--- src/rtl/video_pixel_proc.sv ---
`default_nettype none
// ============================================================================
// video_pixel_proc : per-channel gain/offset/saturate stream processor with
//                    frame-synchronous coefficients; VIDEO_PROC_LINE_CHECK_EN
//                    adds a line-length checker.
// Revision: 1.0
// ============================================================================
module video_pixel_proc #(
    parameter int CH        = 3,
    parameter int BPC       = 8,
    parameter int GAIN_W    = 10,
    parameter int GAIN_FRAC = 8,
    parameter int H_ACTIVE  = 1920,
    parameter int LINE_W    = 12
) (
    input  logic                    clk,
    input  logic                    rst,
    input  logic [CH*BPC-1:0]       in_data,
    input  logic                    in_valid,
    output logic                    in_ready,
    input  logic                    in_sof,
    input  logic                    in_eol,
    output logic [CH*BPC-1:0]       out_data,
    output logic                    out_valid,
    input  logic                    out_ready,
    output logic                    out_sof,
    output logic                    out_eol,
    input  logic [CH*GAIN_W-1:0]    cfg_gain,
    input  logic [CH*(BPC+1)-1:0]   cfg_offset,
    input  logic                    cfg_bypass,
    input  logic                    cfg_update,
    output logic                    cfg_pending,
    output logic [LINE_W-1:0]       line_cnt,
    output logic [15:0]             frame_cnt,
    input  logic                    err_clr,
    output logic                    err_line_len
);

    localparam int c_O_W = BPC + 1;
    localparam int c_P_W = BPC + GAIN_W;
    localparam int c_R_W = c_P_W + 1 - GAIN_FRAC;
    localparam int c_S_W = ((c_R_W > c_O_W) ? c_R_W : c_O_W) + 1;
    localparam logic [GAIN_W-1:0] c_UNITY = GAIN_W'(1) << GAIN_FRAC;
    localparam logic [c_P_W:0]    c_RND   = (c_P_W + 1)'(1) << (GAIN_FRAC - 1);

    logic w_adv;
    logic w_accept;
    logic w_commit;

    logic [CH*GAIN_W-1:0] r_stg_gain;
    logic [CH*GAIN_W-1:0] r_act_gain;
    logic [CH*c_O_W-1:0]  r_stg_off;
    logic [CH*c_O_W-1:0]  r_act_off;
    logic                 r_stg_byp;
    logic                 r_act_byp;

    logic [CH*GAIN_W-1:0] w_gain;
    logic [CH*c_O_W-1:0]  w_off;
    logic                 w_byp;
    logic [CH*c_P_W-1:0]  w_prod;
    logic [CH*BPC-1:0]    w_res;

    logic                 r_s1_valid;
    logic                 r_s1_sof;
    logic                 r_s1_eol;
    logic                 r_s1_byp;
    logic [CH*BPC-1:0]    r_s1_pix;
    logic [CH*c_P_W-1:0]  r_s1_prod;
    logic [CH*c_O_W-1:0]  r_s1_off;

    assign w_adv    = ~out_valid | out_ready;
    assign in_ready = w_adv & ~rst;
    assign w_accept = in_valid & in_ready;
    assign w_commit = w_accept & in_sof & cfg_pending;

    // The committing sof beat must already see the staged coefficients.
    assign w_gain = w_commit ? r_stg_gain : r_act_gain;
    assign w_off  = w_commit ? r_stg_off  : r_act_off;
    assign w_byp  = w_commit ? r_stg_byp  : r_act_byp;

    always_ff @(posedge clk or posedge rst) begin
        if (rst) begin
            r_stg_gain  <= {CH{c_UNITY}};
            r_stg_off   <= '0;
            r_stg_byp   <= 1'b0;
            r_act_gain  <= {CH{c_UNITY}};
            r_act_off   <= '0;
            r_act_byp   <= 1'b0;
            cfg_pending <= 1'b0;
        end else begin
            if (cfg_update) begin
                r_stg_gain <= cfg_gain;
                r_stg_off  <= cfg_offset;
                r_stg_byp  <= cfg_bypass;
            end
            if (w_commit) begin
                r_act_gain <= r_stg_gain;
                r_act_off  <= r_stg_off;
                r_act_byp  <= r_stg_byp;
            end
            if (cfg_update) begin
                cfg_pending <= 1'b1;
            end else if (w_commit) begin
                cfg_pending <= 1'b0;
            end
        end
    end

    genvar g;
    generate
        for (g = 0; g < CH; g++) begin : g_ch
            logic [c_P_W:0]   w_rnd_sum;
            logic [c_R_W-1:0] w_rnd;
            logic [c_S_W-1:0] w_sum;

            assign w_prod[g*c_P_W +: c_P_W] =
                {{GAIN_W{1'b0}}, in_data[g*BPC +: BPC]} *
                {{BPC{1'b0}}, w_gain[g*GAIN_W +: GAIN_W]};

            assign w_rnd_sum = {1'b0, r_s1_prod[g*c_P_W +: c_P_W]} + c_RND;
            assign w_rnd     = w_rnd_sum[c_P_W:GAIN_FRAC];
            // Two's complement add; the extra headroom bit keeps the sign exact.
            assign w_sum     = {{(c_S_W-c_R_W){1'b0}}, w_rnd} +
                               {{(c_S_W-c_O_W){r_s1_off[g*c_O_W+c_O_W-1]}}, r_s1_off[g*c_O_W +: c_O_W]};

            assign w_res[g*BPC +: BPC] = w_sum[c_S_W-1]         ? {BPC{1'b0}} :
                                         (|w_sum[c_S_W-2:BPC])  ? {BPC{1'b1}} :
                                                                  w_sum[BPC-1:0];
        end
    endgenerate

    always_ff @(posedge clk or posedge rst) begin
        if (rst) begin
            r_s1_valid <= 1'b0;
            r_s1_sof   <= 1'b0;
            r_s1_eol   <= 1'b0;
            r_s1_byp   <= 1'b0;
            r_s1_pix   <= '0;
            r_s1_prod  <= '0;
            r_s1_off   <= '0;
            out_valid  <= 1'b0;
            out_data   <= '0;
            out_sof    <= 1'b0;
            out_eol    <= 1'b0;
        end else if (w_adv) begin
            r_s1_valid <= in_valid;
            r_s1_sof   <= in_valid & in_sof;
            r_s1_eol   <= in_valid & in_eol;
            r_s1_byp   <= w_byp;
            r_s1_pix   <= in_data;
            r_s1_prod  <= w_prod;
            r_s1_off   <= w_off;
            out_valid  <= r_s1_valid;
            out_data   <= r_s1_byp ? r_s1_pix : w_res;
            out_sof    <= r_s1_sof;
            out_eol    <= r_s1_eol;
        end
    end

    always_ff @(posedge clk or posedge rst) begin
        if (rst) begin
            line_cnt  <= '0;
            frame_cnt <= '0;
        end else if (w_accept) begin
            if (in_sof) begin
                frame_cnt <= frame_cnt + 16'd1;
                line_cnt  <= in_eol ? LINE_W'(1) : '0;
            end else if (in_eol && (line_cnt != {LINE_W{1'b1}})) begin
                line_cnt <= line_cnt + LINE_W'(1);
            end
        end
    end

`ifdef VIDEO_PROC_LINE_CHECK_EN
    localparam int c_PIX_W = $clog2(H_ACTIVE + 1) + 1;

    logic [c_PIX_W-1:0] r_pix_cnt;
    logic [c_PIX_W-1:0] w_line_pos;
    logic               w_len_bad;

    // The sof beat is itself pixel 0 of the new line.
    assign w_line_pos = in_sof ? '0 : r_pix_cnt;
    assign w_len_bad  = w_accept &
                        ((in_sof & (r_pix_cnt != '0)) |
                         (in_eol & ((w_line_pos + c_PIX_W'(1)) != c_PIX_W'(H_ACTIVE))));

    always_ff @(posedge clk or posedge rst) begin
        if (rst) begin
            r_pix_cnt    <= '0;
            err_line_len <= 1'b0;
        end else begin
            if (w_accept) begin
                if (in_eol) begin
                    r_pix_cnt <= '0;
                end else if (in_sof) begin
                    r_pix_cnt <= c_PIX_W'(1);
                end else if (r_pix_cnt != {c_PIX_W{1'b1}}) begin
                    r_pix_cnt <= r_pix_cnt + c_PIX_W'(1);
                end
            end
            if (w_len_bad) begin
                err_line_len <= 1'b1;
            end else if (err_clr) begin
                err_line_len <= 1'b0;
            end
        end
    end
`else
    localparam int c_unused_h_active = H_ACTIVE;
    logic w_unused_err_clr;

    assign w_unused_err_clr = err_clr;
    assign err_line_len     = 1'b0;
`endif

endmodule
`default_nettype wire

--- config.mk ---
export PLATFORM = sky130hd
export DESIGN_NAME = video_pixel_proc
export DESIGN_NICKNAME = d
export VERILOG_FILES = /design/src/rtl/video_pixel_proc.sv
export SDC_FILE = /design/constraint.sdc
export NUM_CORES = 1
export LEC_CHECK = 0
export CAP_MARGIN = 20
export CORE_ASPECT_RATIO = 0.75
export CORE_MARGIN = 4
export CORE_UTILIZATION = 40
export CTS_BUF_LIST = sky130_fd_sc_hd__clkbuf_8 sky130_fd_sc_hd__clkbuf_16
export CTS_CLUSTER_DIAMETER = 40
export DETAILED_ROUTE_END_ITERATION = 12
export PLACE_DENSITY = 0.65
export SLEW_MARGIN = 20
export SYNTH_ARGS = -nofsm -noshare
export SYNTH_HDL_FRONTEND = slang
export SYNTH_SLANG_ARGS = --single-unit
--- constraint.sdc ---
create_clock -name clk -period 14.4 [get_ports clk]
set_input_delay 1.44 -clock clk [delete_from_list [all_inputs] [get_ports clk]]
set_output_delay 1.44 -clock clk [all_outputs]
set_load 0.05 [all_outputs]
==> qor.csv <==
stage,metric,value,unit
logic_synthesis,"count leader, synth",dfrtp_1,
worst_setup_path,CP max FO,35,
worst_setup_path,Setup crit start kind,input port,
timing,period utilization,0.577,
logic_synthesis,top_reg_cell synth,dfrtp_1,
worst_setup_path,R2R Setup Slk,7.09,ns
global_routing,first-pass GRT wire length,75800,um
cells_and_area,final instance area,22800,um^2
logic_synthesis,Synth top area share,0.329,
global_routing,vias in the first global route,14055,
drt,mean routed wirelength per cell,17.1,um
global_routing,initial antenna violation count,3,
clock_network,CTS Root Buffer Type,clkbuf_16,
drt,First DRT Iteration DRCs,785,
cells_and_area,share of cells above drive strength 1,0.107,
logic_synthesis,number of synthesized register bits,260,
timing,Fmax,0.120,GHz
min_path,class of the worst hold path,reg2reg,
cells_and_area,fin cells,2712,
floorplanning,die outline area,52000,um^2
floorplanning,initial core utilization,0.406,
clock_network,H-Tree Depth,2,
logic_synthesis,synthesized cell area,19300,um^2
logic_synthesis,library cells used by synthesis,65,
clock_network,"Setup Fix Bufs, Post-CTS",0,
worst_setup_path,worst setup path start,in_sof,
logic_synthesis,Synth async-reset ratio,1.00,
timing,Slew headroom,0.341,
worst_setup_path,WS Path Type,in2reg,
run_status,outcome,"finished, final reports clean",
logic_synthesis,Gate Count Post-Synth,1911,
logic_synthesis,post-synthesis net count,2288,
placement,dpl cells,2639,
placement,"Cell Area, Placed",21400,um^2
clock_network,CTS tree,yes,
logic_synthesis,Post-synth top cells,"254 x dfrtp_1, 220 x inv_1, 185 x nand2_1",
timing,Total Neg Setup Slack,0,ns
drt,ANT nets after route,0,
worst_setup_path,critical path arrival,8.71,ns
clock_network,cts repair resizes,0,
drt,Vias,13797,
logic_synthesis,dominant cells by area after synthesis,"dfrtp_1 33%, fa_1 15%, ha_1 9.3%",
placement,hpwl dp,34600,um
clock_network,"Hold-fix buffers, CTS",0,
clock_network,CTS max path bufs,3,
worst_setup_path,FF-to-FF End,r_s1_prod[35]$_DFFE_PP0N_,
placement,I/O Buffers,145,
global_routing,GRT Total Usage,0.181,
cells_and_area,Synth-to-Final Area Change,17.9,%
global_routing,largest net degree at the start of global routing,166,
timing,worst-case clock skew,0.0248,ns
drt,DRT Wirelength,46300,um
floorplanning,IO Pins,148,
worst_setup_path,CP endpoint kind,register,
drt,number of remaining DRC errors,0,
worst_setup_path,FF-to-FF path depth,23,
power,worst vdd ir,0.141,mV
timing,min Tclk post-route,8.31,ns
timing,RSZ-0062 raised after global routing,false,
clock_network,"CTS clk-pin slew, worst paths",0.05,ns
global_routing,Congestion Overflow GR,0,
logic_synthesis,Post-synth EDFFs,0,
timing,Final Hold Viols,0,
logic_synthesis,Synth Area per Inst,10.1,um^2
timing,final hold slack,0.460,ns
timing,final setup margin,6.09,ns
placement,routability cong.,0.832,
logic_synthesis,Synth Warn #,0,
timing,"Slew Viols, Final",0,
power,leakage power,0.0106,uW
worst_setup_path,CP max stage cell,mux2i_1,
clock_network,clk_lat worst skew,0.56,ns
drt,drt via density,5.09,
cells_and_area,Layout Nets,2419,
floorplanning,row count,69,
floorplanning,Die Span Y,198,um
worst_setup_path,worst-path cell chain,clkdlybuf4s50_1 -> nand3_1 -> nor3_4 -> buf_4 -> buf_4 -> mux2i_1 -> inv_1 -> nand2_1 -> fa_1 -> fa_1 -> inv_1 -> fa_1 -> inv_1 -> fa_1 -> inv_1 -> ha_1 -> nand2_1 -> o211ai_1 -> o211ai_1 -> a31oi_1 -> o41a_1 -> a31o_2 -> nor4_1 -> nor3_1,
placement,dpl ws,5.58,ns
job,max_cap viols,0,
worst_setup_path,R2R Path Start,out_valid$_DFFE_PP0N_,
worst_setup_path,"Req. time, crit path",14.81,ns
clock_network,CTS Buf Count,40,
timing,Final setup viols,0,
floorplanning,Core ar.,47600,um^2
clock_network,clock sink total,260,
drt,Pre-Repair DR Iteration Count,5,
logic_synthesis,cell taking the most area after synthesis,dfrtp_1,
logic_synthesis,part of the Yosys area used for sequential elements,0.337,
power,Cell Pwr Density,258,nW/um^2
timing,Worst-Margin Slew,0.989,ns
floorplanning,Die Span X,262,um
worst_setup_path,CP max stage delay,0.75,ns
worst_setup_path,CP Capture Point,r_s1_prod[35]$_DFFE_PP0N_,
[critical path: cells and delay by family]
family	cells	cell delay, ns
AO/OA/AOI/OAI	5	1.09
adder cells (fa/ha/maj)	5	2.43
buffers and inverters	7	1.89
multiplexers	1	0.75
AND/OR/NAND/NOR	6	1.05
[layer usage]
layer | routed length (um) | vias up | global-route usage
met3 | 2730 | 73 | 0.0340
met2 | 19500 | 327 | 0.262
li1 | - | 6607 | -
met5 | 26 | - | 0
met4 | 1080 | 4 | 0.0478
met1 | 22900 | 6786 | 0.279
[cell type report]
| class | count | area, um^2 |
|---|---|---|
| repair buffers | 155 | 1530 |
| diodes | 1 | 2.50 |
| clock buffers | 42 | 1030 |
| clock inverters | 30 | 322 |
| multi-input cells | 1364 | 11800 |
| flip-flops and latches | 260 | 6510 |
| inverters | 221 | 837 |
| fillers | 4411 | 24800 |
| well taps | 639 | 800 |
[flip-flops by register name, summed over array words and instances (netlist names)]
| signal | count |
|---|---|
| r_act_gain | 30 |
| r_stg_byp | 1 |
| r_s1_sof | 1 |
| r_act_off | 27 |
| r_s1_prod | 33 |
| out_data | 24 |
| frame_cnt | 16 |
| r_act_byp | 1 |
| out_eol | 1 |
| line_cnt | 12 |
| out_valid | 1 |
| r_stg_gain | 30 |
| r_stg_off | 27 |
| r_s1_eol | 1 |
| r_s1_byp | 1 |
| r_s1_valid | 1 |
| cfg_pending | 1 |
| out_sof | 1 |
| r_s1_off | 27 |
| r_s1_pix | 24 |
[worst min path at each step]
stage / from / endpoint / slack [ns] / cells after the start
finish: r_s1_pix[2]$_DFFE_PP0N_ / r_s1_pix[2]$_DFFE_PP0N_ / 0.46 / 2
global route: frame_cnt[15]$_DFFE_PP0N_ / frame_cnt[15]$_DFFE_PP0N_ / 0.47 / 1
CTS: r_s1_pix[2]$_DFFE_PP0N_ / r_s1_pix[2]$_DFFE_PP0N_ / 0.46 / 2
detailed placement: r_s1_pix[2]$_DFFE_PP0N_ / r_s1_pix[2]$_DFFE_PP0N_ / 0.45 / 2
global placement: r_s1_pix[0]$_DFFE_PP0N_ / r_s1_pix[0]$_DFFE_PP0N_ / 0.44 / 2
floorplan: r_s1_pix[10]$_DFFE_PP0N_ / r_s1_pix[10]$_DFFE_PP0N_ / 0.43 / 2
[cells by family after synthesis]
logic type	after synthesis	synth area share
XOR/XNOR	98	0.0444
buffers and inverters	287	0.0562
other	1	0.000194
multiplexers	146	0.0833
flip-flops	260	0.337
adder cells (fa/ha/maj)	287	0.242
AO/OA/AOI/OAI	221	0.0746
AND/OR/NAND/NOR	611	0.163
[per-stage QoR]
step | util | total power [uW]
2_1_floorplan | - | 4010
6_report | 0.479 | 5890
3_5_place_dp | 0.451 | 4890
4_1_cts | 0.479 | 5930
5_1_grt | 0.479 | 6510
3_3_place_gp | 0.451 | 4810
[where the power goes]
group	total [uW]	internal [uW]	switching, uW
sequential	1120	956	165
combinational	3800	1620	2180
clock	970	576	394
total	5890	3150	2730
[cells in the final DEF, fill, tap and decap left out, types with 6 or more instances in the layout]
master and instances:
clkdlybuf4s50_1 144, mux2i_1 26, buf_4 9, ha_1 143, a31oi_1 15, inv_1 222
o21ai_0 43, mux2_2 120, fa_1 144, dfstp_2 6, o31ai_1 8, clkbuf_16 40
dfrtp_1 254, nand3_1 28, xor2_1 39, o21a_1 8, clkinv_4 9, nand2_1 185
nand4_1 22, nor2_1 73, a21oi_1 62, inv_8 9, o211ai_1 8, and3_1 22
xnor2_1 59, nor4_1 6, nand2b_1 13, and2_1 38, a21o_1 17, nor2b_1 162
nor3_1 33, or4_1 6, a211oi_1 9, o21bai_1 8
No activity file was read; power rests on OpenSTA's default activity.
